### config.mk
export PLATFORM = sky130hd
export DESIGN_NAME = iq_decim_accum
export DESIGN_NICKNAME = d
export VERILOG_FILES = /design/src/rtl/iq_decim_accum.sv
export SDC_FILE = /design/constraint.sdc
export NUM_CORES = 1
export LEC_CHECK = 0
export CORE_ASPECT_RATIO = 1.2
export CORE_MARGIN = 2
export CORE_UTILIZATION = 47
export DETAILED_ROUTE_END_ITERATION = 6
export GPL_TIMING_DRIVEN = 0
export PLACE_DENSITY = 0.76
export SETUP_SLACK_MARGIN = 0.15
export SLEW_MARGIN = 5
export SYNTH_ARGS = -nofsm -noshare
export SYNTH_HDL_FRONTEND = slang
export SYNTH_SLANG_ARGS = --single-unit
### constraint.sdc
create_clock -name clk -period 9 [get_ports clk]
set_input_delay 1.35 -clock clk [delete_from_list [all_inputs] [get_ports clk]]
set_output_delay 1.35 -clock clk [all_outputs]
set_load 0.01 [all_outputs]
### src/rtl/iq_decim_accum.sv
`default_nettype none
// ============================================================================
//  Module      : iq_decim_accum
//  Description : Boxcar decimator for a multichannel IQ mixer. Sums each
//                channel's I and Q products over (dec_n+1) valid samples,
//                latches the sums into a shadow bank and serialises them as
//                I0,Q0,I1,Q1,... with a valid strobe and word index.
//                Optional macro IQ_DECIM_ROUND_EN: round-half-up with
//                positive saturation before truncation, plus one output
//                pipeline register.
//  Revision    : 1.0 - initial release
// ============================================================================
module iq_decim_accum #(
    parameter int NCHAN = 2,
    parameter int DW    = 20,
    parameter int CNTW  = 8,
    parameter int OUTW  = 28
) (
    input  logic                         clk,
    input  logic                         reset,
    input  logic                         enable,
    input  logic [CNTW-1:0]              dec_n,
    input  logic                         iq_valid,
    input  logic [NCHAN*DW-1:0]          mixout_i,
    input  logic [NCHAN*DW-1:0]          mixout_q,
    output logic [OUTW-1:0]              dout,
    output logic                         dout_valid,
    output logic [$clog2(2*NCHAN)-1:0]   dout_idx,
    output logic                         overrun
);

    localparam int c_AW = DW + CNTW;
    localparam int c_NW = 2 * NCHAN;
    localparam int c_IW = $clog2(c_NW);
`ifdef IQ_DECIM_ROUND_EN
    // Keep one extra LSB below the output word: it is the rounding bit.
    localparam int c_SW = (c_AW > OUTW) ? OUTW + 1 : OUTW;
`else
    localparam int c_SW = OUTW;
`endif
    localparam logic [c_IW-1:0] c_LAST_IDX = c_IW'(c_NW - 1);

    localparam logic [0:0] c_IDLE  = 1'b0;
    localparam logic [0:0] c_SHIFT = 1'b1;

    logic signed [c_AW-1:0] w_in     [c_NW];
    logic signed [c_AW-1:0] w_sum    [c_NW];
    logic signed [c_AW-1:0] r_acc    [c_NW];
    logic        [c_SW-1:0] r_shadow [c_NW];

    logic [CNTW-1:0] r_count;
    logic [CNTW-1:0] r_period;
    logic [CNTW-1:0] w_period_eff;
    logic [0:0]      r_state;
    logic [c_IW-1:0] r_idx;
    logic            r_overrun;
    logic            w_take;
    logic            w_last;
    logic            w_busy;
    logic            w_final;
    logic            w_dump;
    logic            w_ovr;
    logic [c_SW-1:0] w_word;

    // Word order is I0,Q0,I1,Q1,...; inputs are sign-extended to the
    // accumulator width, which is wide enough that sums can never overflow.
    generate
        for (genvar k = 0; k < NCHAN; k++) begin : g_chan
            assign w_in[2*k]   = {{CNTW{mixout_i[(k+1)*DW-1]}}, mixout_i[k*DW +: DW]};
            assign w_in[2*k+1] = {{CNTW{mixout_q[(k+1)*DW-1]}}, mixout_q[k*DW +: DW]};
        end
        for (genvar w = 0; w < c_NW; w++) begin : g_sum
            assign w_sum[w] = r_acc[w] + w_in[w];
        end
    endgenerate

    // On the first sample of a period the live dec_n is the period length,
    // so dec_n=0 dumps that very sample.
    assign w_period_eff = (r_count == '0) ? dec_n : r_period;
    assign w_take       = enable & iq_valid;
    assign w_last       = w_take & (r_count == w_period_eff);
    assign w_busy       = (r_state == c_SHIFT);
    assign w_final      = w_busy & (r_idx == c_LAST_IDX);
    assign w_dump       = w_last & (~w_busy | w_final);
    assign w_ovr        = w_last & w_busy & ~w_final;

    // Sample counter and period capture; enable low parks the counter at zero.
    always_ff @(posedge clk or posedge reset) begin
        if (reset) begin
            r_count  <= '0;
            r_period <= '0;
        end else if (!enable) begin
            r_count  <= '0;
        end else if (iq_valid) begin
            if (r_count == '0) begin
                r_period <= dec_n;
            end
            r_count <= w_last ? '0 : r_count + 1'b1;
        end
    end

    // Running sums; cleared at end of period and while disabled.
    always_ff @(posedge clk or posedge reset) begin
        if (reset) begin
            for (int w = 0; w < c_NW; w++) r_acc[w] <= '0;
        end else if (!enable || w_last) begin
            for (int w = 0; w < c_NW; w++) r_acc[w] <= '0;
        end else if (iq_valid) begin
            for (int w = 0; w < c_NW; w++) r_acc[w] <= w_sum[w];
        end
    end

    // Shadow bank: loaded only on an accepted dump (an overrun leaves it
    // intact). While disabled it is cleared once any in-flight word stream
    // has drained, so a serialisation already started always completes.
    always_ff @(posedge clk or posedge reset) begin
        if (reset) begin
            for (int w = 0; w < c_NW; w++) r_shadow[w] <= '0;
        end else if (w_dump) begin
            for (int w = 0; w < c_NW; w++) r_shadow[w] <= w_sum[w][c_AW-1 -: c_SW];
        end else if (!enable && !w_busy) begin
            for (int w = 0; w < c_NW; w++) r_shadow[w] <= '0;
        end
    end

    // Serialiser FSM: a dump on the final-word cycle restarts at index 0
    // with no idle gap.
    always_ff @(posedge clk or posedge reset) begin
        if (reset) begin
            r_state <= c_IDLE;
            r_idx   <= '0;
        end else if (w_dump) begin
            r_state <= c_SHIFT;
            r_idx   <= '0;
        end else if (w_busy) begin
            if (w_final) begin
                r_state <= c_IDLE;
                r_idx   <= '0;
            end else begin
                r_idx   <= r_idx + 1'b1;
            end
        end
    end

    // Sticky overrun flag; only reset clears it.
    always_ff @(posedge clk or posedge reset) begin
        if (reset) begin
            r_overrun <= 1'b0;
        end else if (w_ovr) begin
            r_overrun <= 1'b1;
        end
    end

    assign w_word  = r_shadow[r_idx];
    assign overrun = r_overrun;

`ifdef IQ_DECIM_ROUND_EN
    logic [OUTW-1:0] w_scaled;
    logic [OUTW-1:0] r_dout;
    logic            r_dout_valid;
    logic [c_IW-1:0] r_dout_idx;

    // Adding half an output LSB then truncating equals adding the first
    // discarded bit to the truncated word; positive overflow saturates.
    generate
        if (c_AW > OUTW) begin : g_round
            logic [OUTW:0] w_rsum;
            assign w_rsum   = {w_word[OUTW], w_word[OUTW:1]} + {{OUTW{1'b0}}, w_word[0]};
            assign w_scaled = (w_rsum[OUTW] ^ w_rsum[OUTW-1]) ?
                              {1'b0, {(OUTW-1){1'b1}}} : w_rsum[OUTW-1:0];
        end else begin : g_pass
            assign w_scaled = w_word;
        end
    endgenerate

    // Output pipeline stage holding the rounded word.
    always_ff @(posedge clk or posedge reset) begin
        if (reset) begin
            r_dout       <= '0;
            r_dout_valid <= 1'b0;
            r_dout_idx   <= '0;
        end else begin
            r_dout       <= w_busy ? w_scaled : '0;
            r_dout_valid <= w_busy;
            r_dout_idx   <= w_busy ? r_idx : '0;
        end
    end

    assign dout       = r_dout;
    assign dout_valid = r_dout_valid;
    assign dout_idx   = r_dout_idx;
`else
    assign dout       = w_busy ? w_word : '0;
    assign dout_valid = w_busy;
    assign dout_idx   = w_busy ? r_idx : '0;
`endif

endmodule
`default_nettype wire
==> results.json, run 1 <==
{
  "holdBufCountCts": 0,
  "htree_num_levels": 1,
  "syn_area_sq_um": 15300,
  "clock_power_share": 0.321,
  "start_util": 0.475,
  "fmax_mhz": 224,
  "ys_seq_area_frac": 0.400,
  "cts-root-buf": "clkbuf_16",
  "drc_errors": 0,
  "slowest_delay_ns": 0.54,
  "ys.flop_type": "dfrtp_1",
  "p_comb_frac": 0.329,
  "worst_setup_path_end_kind": "primary output",
  "grt_pass1_wl_mm": 69.8,
  "synth_edf_count": 0,
  "yosysWarnings": 0,
  "grt_start_max_net_pins": 121,
  "grt-ovfl-total": 0,
  "core_area_sq_um": 32200,
  "final_antenna_net_count": 0,
  "total_power_mw": 3.63,
  "grt.total_usage": 0.260,
  "p_sw_mw": 1.27,
  "sw_frac_of_total": 0.349,
  "setup_viol": 0,
  "rows": 72,
  "drv_cap": 0,
  "syn_nets": 1813,
  "relSlewSlack": 0.363,
  "port_buffers": 123,
  "critPathKind": "reg2out",
  "arrival_ns": 3.11,
  "ioPinCount": 124,
  "drv_slew": 0,
  "rsz0062_at_grt": "no",
  "r2r_cells": 13,
  "hold_viol": 0,
  "fin_crit_ns": 4.46,
  "synth_area_leaders": "dfrtp_1, ha_1, nand2_1",
  "clkTransAtPathRegs_ns": 0.07,
  "gp_congestion": 0.990,
  "layout_setup_ws_ns": 4.54,
  "viasPerCell": 5.92,
  "synth_top_area_cell": "dfrtp_1",
  "p_int_mw": 2.36,
  "drive_above_1_share": 0.0726,
  "async_reset_ff_frac": 1.00,
  "fin_crit_sh": 0.496,
  "wire_per_inst_um": 20.1,
  "post_synth.cell_area_avg_sq_um": 9.51,
  "syn_inst": 1606,
  "chipWidth_um": 169,
  "status": "finished, final reports clean",
  "hpwl_mm": 33.9,
  "dr.first_iter.drc_count": 979,
  "start_kind": "flip-flop",
  "ys_types": 67,
  "fillers": 2753,
  "worstPathRequired_ns": 7.65,
  "cts-resized-gates": 0,
  "clock_skew_ns": 0.00945,
  "whs_path_depth": 2,
  "powerDensity_nw_per_um2": 202,
  "timing.rr.start": "r_acc[56]",
  "numCtsBuffers": 26,
  "die_height_um": 202,
  "hold_path_end": "r_acc[62]",
  "synth_common_cells": "dfrtp_1, nand2_1, nand3_1",
  "clock-sinks": 244,
  "cts_tree": "built",
  "num_vias": 12949,
  "grt_pass1_vias": 12925,
  "syn_to_final_growth_pct": 17.9,
  "synth.most_common_cell": "dfrtp_1",
  "ys_seq_elements": 244,
  "peakVddDrop_v": 0.000157,
  "totalWireLength_mm": 44.0,
  "fp.dieArea_sq_um": 34000,
  "crit_chain": "buf_1, clkbuf_1, mux4_2, and2_1, clkdlybuf4s50_1",
  "postCtsSetupRepairBufs": 0,
  "nets": 1966,
  "hold_path.startpoint": "r_acc[62]",
  "p_leak_nw": 8.38,
  "synth_top_cell_area_share": 0.400,
  "crit_path_max_fanout": 10,
  "clock_latency_ns": 0.54,
  "r2r_end": "r_acc[82]",
  "cts_buffer_depth": 3,
  "seq_area_sq_um": 6110,
  "hold_path_class": "reg2reg",
  "first_pass_iters": 7,
  "seqPwrFrac": 0.350,
  "rrSetupSlack_ns": 5.50,
  "multi_input_area_sq_um": 8570,
  "critPathSlowestCell": "clkbuf_1",
  "dp_slack_ns": 4.18,
  "antenna_found_initial": 3,
  "tightest_slew_ns": 0.941
}
[critical path: cells and delay by family (launching register included)]
| family | cells | cell delay [ns] |
|---|---|---|
| and+or+nand+nor | 1 | 0.22 |
| buffers and inverters | 3 | 1.53 |
| DFF | 1 | 0.43 |
| muxes | 1 | 0.39 |
[registers in the layout, summed over array words and instances (netlist names)]
register    flops
dout_valid      1
r_shadow      112
r_count         8
r_idx           2
r_period        8
r_acc         112
overrun         1
[through the flow]
step	instance area (sq um)	hold WS, ns	util	setup TNS [ns]	cells
final	18000	0.486	0.560	0	2186
after detailed placement	17100	0.476	0.531	0	2138
after floorplan	15300	0.453	-	0	1606
after global placement	17000	0.467	0.529	-515.36	2136
after global routing	18000	0.517	0.560	0	2185
after CTS	18000	0.491	0.560	0	2185
[cell type report]
| class | instances | share of cell area |
|---|---|---|
| multi-input combinational | 1244 | 0.476 |
| antenna | 1 | 0.000139 |
| sequential | 244 | 0.339 |
| buffer | 79 | 0.0253 |
| tap | 407 | 0.0283 |
| inverter | 39 | 0.00855 |
| timing repair buffer | 125 | 0.0714 |
| clock buffer | 31 | 0.0395 |
| clock inverter | 16 | 0.0118 |
[placed cells by master (no fill, tap or decap), drive strengths merged, types with 10 or more instances in the layout]
cell           instances
clkbuf                69
nand3                133
and3                  10
mux4                  28
nor3                  10
o21ai                190
clkdlybuf4s50        123
ha                   111
buf                   43
and2                  38
a31oi                 18
xnor2                 66
a21oi                 80
inv                   43
nor2b                 20
nand2                197
a22o                  40
dfrtp                244
nor2                  56
a211oi                13
xor2                  45
nand2b                16
a21o                  46
[worst max path at each step]
stage | from | endpoint | depth (start not counted)
detailed placement | mixout_i[0] | r_acc[110] | 13
global route | r_idx[1] | dout[22] | 5
CTS | r_idx[1] | dout[25] | 5
floorplan | reset | dout_valid | 1
finish | r_idx[1] | dout[25] | 5
global placement | reset | r_acc[64] | 2
[routing by layer]
layer	vias up	track usage	part of all wire
met5	-	0	0.00036
met2	463	0.426	0.47
met3	108	0.0423	0.067
met1	6248	0.336	0.41
li1	6128	-	-
met4	2	0.125	0.052
[kinds of logic (layout without fill, tap and decap cells)]
logic type	count (synthesis)	after routing	synth area share
buffers and inverters	118	290	0.0394
and+or+nand+nor	521	521	0.166
xor gates and xnor gates	111	111	0.0636
adders and majority gates	115	115	0.0961
other	0	1	0
muxes	39	39	0.0490
AOI/OAI and AO/OA	458	458	0.186
DFF	244	244	0.400
[power groups by stage]
stage                     Combinational, mW  Clock, mW  Sequential, mW
after floorplan                       0.859          0            1.27
after global placement                 1.15          0            1.29
after detailed placement               1.17          0            1.29
after CTS                              1.18       1.18            1.27
after global routing                   1.31       1.22            1.28
final                                  1.19       1.16            1.27
Note: power is estimated with default switching activity, not from simulation.
==> run 2, diff against run 1 <==
==> constraint.sdc (replaced) <==
create_clock -name clk -period 4.25 [get_ports clk]
set_input_delay 0.6375 -clock clk [delete_from_list [all_inputs] [get_ports clk]]
set_output_delay 0.6375 -clock clk [all_outputs]
set_load 0.01 [all_outputs]
==> run 2 against run 1 <==
Against the previous run:
- wire length shrank 0.17%
- total power is 110% higher
- clock skew is 0.0050 ns higher
- critical endpoint is now dout[19]
- register-to-register slack got worse by 4.7 ns
- clock power increased by 110%
- cell area up 0.48%
- sequential share of layout area down 0.16 points
- setup slack worse by 4.1 ns
- first-iteration DRC count grew 12%
- utilization is 0.27 points higher
- die area unchanged
==> results.json, run 2 (synthesis gave the netlist of run 1 again) <==
{
  "status": "finished, final reports clean",
  "timing.rr.start": "r_acc[57]",
  "p_leak_nw": 8.43,
  "final_antenna_net_count": 0,
  "cts-resized-gates": 0,
  "finalSetupTns_ns": 0,
  "start_util": 0.475,
  "dr.first_iter.drc_count": 1095,
  "num_vias": 13185,
  "p_sw_mw": 2.66,
  "holdBufCountCts": 0,
  "layout_commonest_cell": "dfrtp_1",
  "ioPinCount": 124,
  "cts_buffer_depth": 3,
  "clock-sinks": 244,
  "postCtsSetupRepairBufs": 0,
  "hold_path_class": "in2async",
  "sw_frac_of_total": 0.347,
  "hold_viol": 0,
  "place_area_sq_um": 17200,
  "tightest_slew_ns": 0.918,
  "arrival_ns": 3.15,
  "total_power_mw": 7.68,
  "grt-ovfl-total": 0,
  "rsz0062_at_grt": "no",
  "fmax_mhz": 264,
  "grt_start_max_net_pins": 41,
  "wire_per_inst_um": 20.0,
  "cts-root-buf": "clkbuf_16",
  "first_pass_iters": 6,
  "htree_num_levels": 1,
  "dp_cells": 2143,
  "p_int_mw": 5.01,
  "fp.dieArea_sq_um": 34000,
  "hpwl_mm": 34.0,
  "core_area_sq_um": 32200,
  "viasPerCell": 6.01,
  "totalWireLength_mm": 44.0,
  "syn_to_final_growth_pct": 18.4,
  "relSlewSlack": 0.378,
  "clkTransAtPathRegs_ns": 0.07,
  "fin_area_sq_um": 18100,
  "drv_cap": 0,
  "setup_viol": 0,
  "grt_pass1_wl_mm": 69.2,
  "chipWidth_um": 169,
  "antenna_found_initial": 1,
  "dp_slack_ns": 0.168,
  "clock_latency_ns": 0.55,
  "fillers": 2760,
  "peakVddDrop_v": 0.000312,
  "gp_congestion": 0.965,
  "grt_pass1_vias": 12874,
  "clock_power_share": 0.320,
  "port_buffers": 123,
  "fin_crit_ns": 3.79,
  "worstPathRequired_ns": 3.61,
  "rows": 72,
  "layout_setup_ws_ns": 0.460,
  "drc_errors": 0,
  "powerDensity_nw_per_um2": 424,
  "reg_top3": "r_acc (112), r_shadow (112)",
  "seq_area_sq_um": 6110,
  "multi_input_area_sq_um": 8570,
  "grt.total_usage": 0.258,
  "cts_tree": "built",
  "start_kind": "flip-flop",
  "nets": 1972,
  "final_cell_mix": "dfrtp_1, nand2_1, nand3_1, clkdlybuf4s50_1, o21ai_0",
  "seqPwrFrac": 0.351,
  "numCtsBuffers": 27,
  "crit_path_max_fanout": 10,
  "clock_skew_ns": 0.0144,
  "final_cells": 2193,
  "fin_util": 0.563,
  "p_comb_frac": 0.329,
  "startpoint": "r_idx[1]",
  "drive_above_1_share": 0.0756,
  "whs_ns": 0.475,
  "critPathKind": "reg2out",
  "worst_setup_path_end_kind": "primary output",
  "fin_crit_sh": 0.892,
  "drv_slew": 0,
  "die_height_um": 202
}
run 2: layer usage:
layer,share of wire,vias up,track usage,routed length [um]
met5,0,-,0,0
met4,0.048,0,0.121,2120
met3,0.071,99,0.0466,3110
met2,0.47,509,0.428,20800
met1,0.41,6438,0.327,17900
li1,-,6139,-,-
run 2: power by group through the flow:
stage | clock network (mW) | registers [mW] | logic, mW
final | 2.46 | 2.69 | 2.53
after global routing | 2.57 | 2.72 | 2.76
after CTS | 2.48 | 2.69 | 2.51
after detailed placement | 0 | 2.73 | 2.48
after global placement | 0 | 2.72 | 2.41
after floorplan | 0 | 2.68 | 1.82
run 2: area by class of cell:
class	instances	share of cell area
repair buffers	130	0.0762
diodes	1	0.000138
flip-flops and latches	244	0.337
clock inverters	17	0.0114
plain buffers	79	0.0252
inverters	39	0.00830
multi-input cells	1244	0.474
clock buffers	32	0.0395
well taps	407	0.0281
run 2: critical path: stages, from the launching register on:
cell and delay, ns:
dfrtp_1 0.44, buf_1 0.48, clkbuf_1 0.57, mux4_2 0.41, and2_1 0.21, clkdlybuf4s50_1 0.49
run 2: path summary, 6_finish.rpt:
check	to	slack (ns)	cells past startpoint
hold reg to reg	r_acc[45]	0.48	2
hold / removal	r_shadow[100]	0.48	2
max in group asynchronous	r_acc[46]	2.93	4
setup / recovery	dout[19]	0.46	5
setup reg to reg	r_acc[83]	0.83	11
min in group clk	r_acc[45]	0.48	2
==> run 3, diff against run 2 <==
--- a/config.mk
+++ b/config.mk
@@ -10,7 +10,7 @@
 export CORE_UTILIZATION = 47
 export DETAILED_ROUTE_END_ITERATION = 6
 export GPL_TIMING_DRIVEN = 0
-export PLACE_DENSITY = 0.76
+export PLACE_DENSITY = 0.69
 export SETUP_SLACK_MARGIN = 0.15
 export SLEW_MARGIN = 5
 export SYNTH_ARGS = -nofsm -noshare
==> run 3 against run 2 <==
Against the previous run:
- clock skew is essentially flat
- count of clock-buffer cells in the layout did not move
- cell area is essentially flat
- critical path type unchanged
- register-to-register slack worse by 0.12 ns
- total power is 0.74% higher
- global-route usage is 0.72 points higher
==> results.json, run 3 (synthesis gave the netlist of run 1 again) <==
{
  "status": "finished, final reports clean",
  "wire_per_inst_um": 20.3,
  "diodes": 0,
  "port_buffers": 123,
  "multi_input_area_sq_um": 8570,
  "cp.buffers_inverters": 3,
  "hold_path_end": "r_acc[62]",
  "totalWireLength_mm": 44.4,
  "core_area_sq_um": 32200,
  "hold_path.startpoint": "r_acc[62]",
  "hpwl_mm": 34.4,
  "drc_errors": 0,
  "r2r_end": "r_acc[110]",
  "grt_pass1_wl_mm": 71.1,
  "relSlewSlack": 0.441,
  "grt-ovfl-total": 0,
  "antenna_found_initial": 0,
  "drive_above_1_share": 0.0756,
  "rows": 72,
  "fillers": 2814,
  "layout_commonest_cell": "dfrtp_1",
  "clock_latency_ns": 0.56,
  "fin_util": 0.562,
  "die_height_um": 202,
  "grt_start_max_net_pins": 41,
  "cts-resized-gates": 0,
  "fin_crit_ns": 3.78,
  "dr.first_iter.drc_count": 976,
  "reg_top3": "r_acc (112), r_shadow (112)",
  "drv_slew": 0,
  "rrSetupSlack_ns": 0.71,
  "nets": 1971,
  "crit_path_max_fanout": 10,
  "cts_buffer_depth": 3,
  "clock_skew_ns": 0.0148,
  "crit_chain": "buf_1, clkbuf_1, mux4_2, and2_1, clkdlybuf4s50_1",
  "fmax_mhz": 265,
  "arrival_ns": 3.14,
  "final_antenna_net_count": 0,
  "cts-root-buf": "clkbuf_16",
  "hold_path_class": "reg2reg",
  "seq_area_sq_um": 6110,
  "clock-sinks": 244,
  "grt_pass1_vias": 13078,
  "hold_viol": 0,
  "timing.rr.start": "r_acc[84]",
  "num_vias": 13013,
  "dp_cells": 2142,
  "r2r_cells": 12,
  "p_leak_nw": 8.42,
  "powerDensity_nw_per_um2": 428,
  "postCtsSetupRepairBufs": 0,
  "grt.total_usage": 0.265,
  "rsz0062_at_grt": "no",
  "fp.dieArea_sq_um": 34000,
  "holdBufCountCts": 0,
  "tightest_slew_ns": 0.826,
  "syn_to_final_growth_pct": 18.3,
  "final_cell_mix": "dfrtp_1, nand2_1, nand3_1, clkdlybuf4s50_1, o21ai_0",
  "start_util": 0.475,
  "cts_tree": "built",
  "drv_cap": 0,
  "first_pass_iters": 5,
  "gp_congestion": 0.959,
  "critPathTopFamily": "buffers and inverters",
  "whs_path_depth": 2,
  "worst_setup_path_end_kind": "primary output",
  "critPathSlowestCell": "clkbuf_1",
  "fin_crit_sh": 0.889,
  "final_cells": 2192,
  "viasPerCell": 5.94,
  "ioPinCount": 124,
  "chipWidth_um": 169,
  "setup_viol": 0,
  "clkTransAtPathRegs_ns": 0.06,
  "worstPathRequired_ns": 3.61,
  "peakVddDrop_v": 0.000358,
  "numCtsBuffers": 27,
  "start_kind": "flip-flop",
  "finalSetupTns_ns": 0,
  "slowest_delay_ns": 0.56,
  "critPathKind": "reg2out",
  "htree_num_levels": 1
}
## run 3: cell count changes in the layout (fill, tap and decap cells not counted)
cell | previous run | this run
inv_6 | 1 | 5
clkinv_2 | 7 | 4
buf_16 | 1 | 0
clkinv_4 | 4 | 3
clkinvlp_4 | 2 | 3
diode_2 | 1 | 0
## run 3: report_power, final
part / leakage, nW / internal, mW / switching (mW)
sequential: 3.31 / 2.54 / 0.153
clock: 0.458 / 1.46 / 1.06
combinational: 4.65 / 1.02 / 1.50
## run 3: stage by stage
stage | cell area, sq um | hold WS [ns] | setup slack (ns) | total power [mW]
2_1_floorplan | 15300 | 0.453 | 0.409 | 4.50
4_1_cts | 18100 | 0.489 | 0.469 | 7.74
6_report | 18100 | 0.485 | 0.471 | 7.73
3_5_place_dp | 17100 | 0.476 | 0.115 | 5.22
5_1_grt | 18100 | 0.516 | 0.358 | 8.13
3_3_place_gp | 17000 | 0.467 | -1.49 | 5.16
## run 3: worst max-delay path by stage
stage | start | slack [ns] | cells past startpoint | to
after global routing | r_idx[1] | 0.36 | 5 | dout[20]
after floorplan | reset | 0.41 | 1 | dout_valid
final | r_idx[1] | 0.47 | 5 | dout[24]
after global placement | reset | -1.49 | 2 | r_acc[44]
after detailed placement | mixout_i[0] | 0.11 | 13 | r_acc[110]
after CTS | r_idx[1] | 0.47 | 5 | dout[24]
## run 3: area by class of cell
type,count,area share
multi-input cells,1244,0.474
flip-flops and latches,244,0.338
repair buffers,129,0.0747
clock buffers,32,0.0395
well taps,407,0.0282
plain buffers,79,0.0252
clock inverters,18,0.0125
inverters,39,0.00830
## run 3: worst register-to-register path: stages (launching register included)
cell,delay (ns)
dfrtp_1,0.38
ha_1,0.21
fa_1,0.41
a21oi_1,0.25
nor2b_1,0.09
o2111ai_1,0.29
a31oi_1,0.26
a21oi_1,0.34
o21ai_0,0.22
nor4_1,0.21
nor3_1,0.10
xnor2_1,0.45
o21ai_0,0.18
## run 3: metal layers
| layer | vias up | GRT usage | wire length, um |
|---|---|---|---|
| li1 | 6130 | - | - |
| met4 | 0 | 0.125 | 2290 |
| met2 | 403 | 0.432 | 20500 |
| met3 | 91 | 0.0423 | 2610 |
| met5 | - | 0 | 0 |
| met1 | 6389 | 0.347 | 19000 |
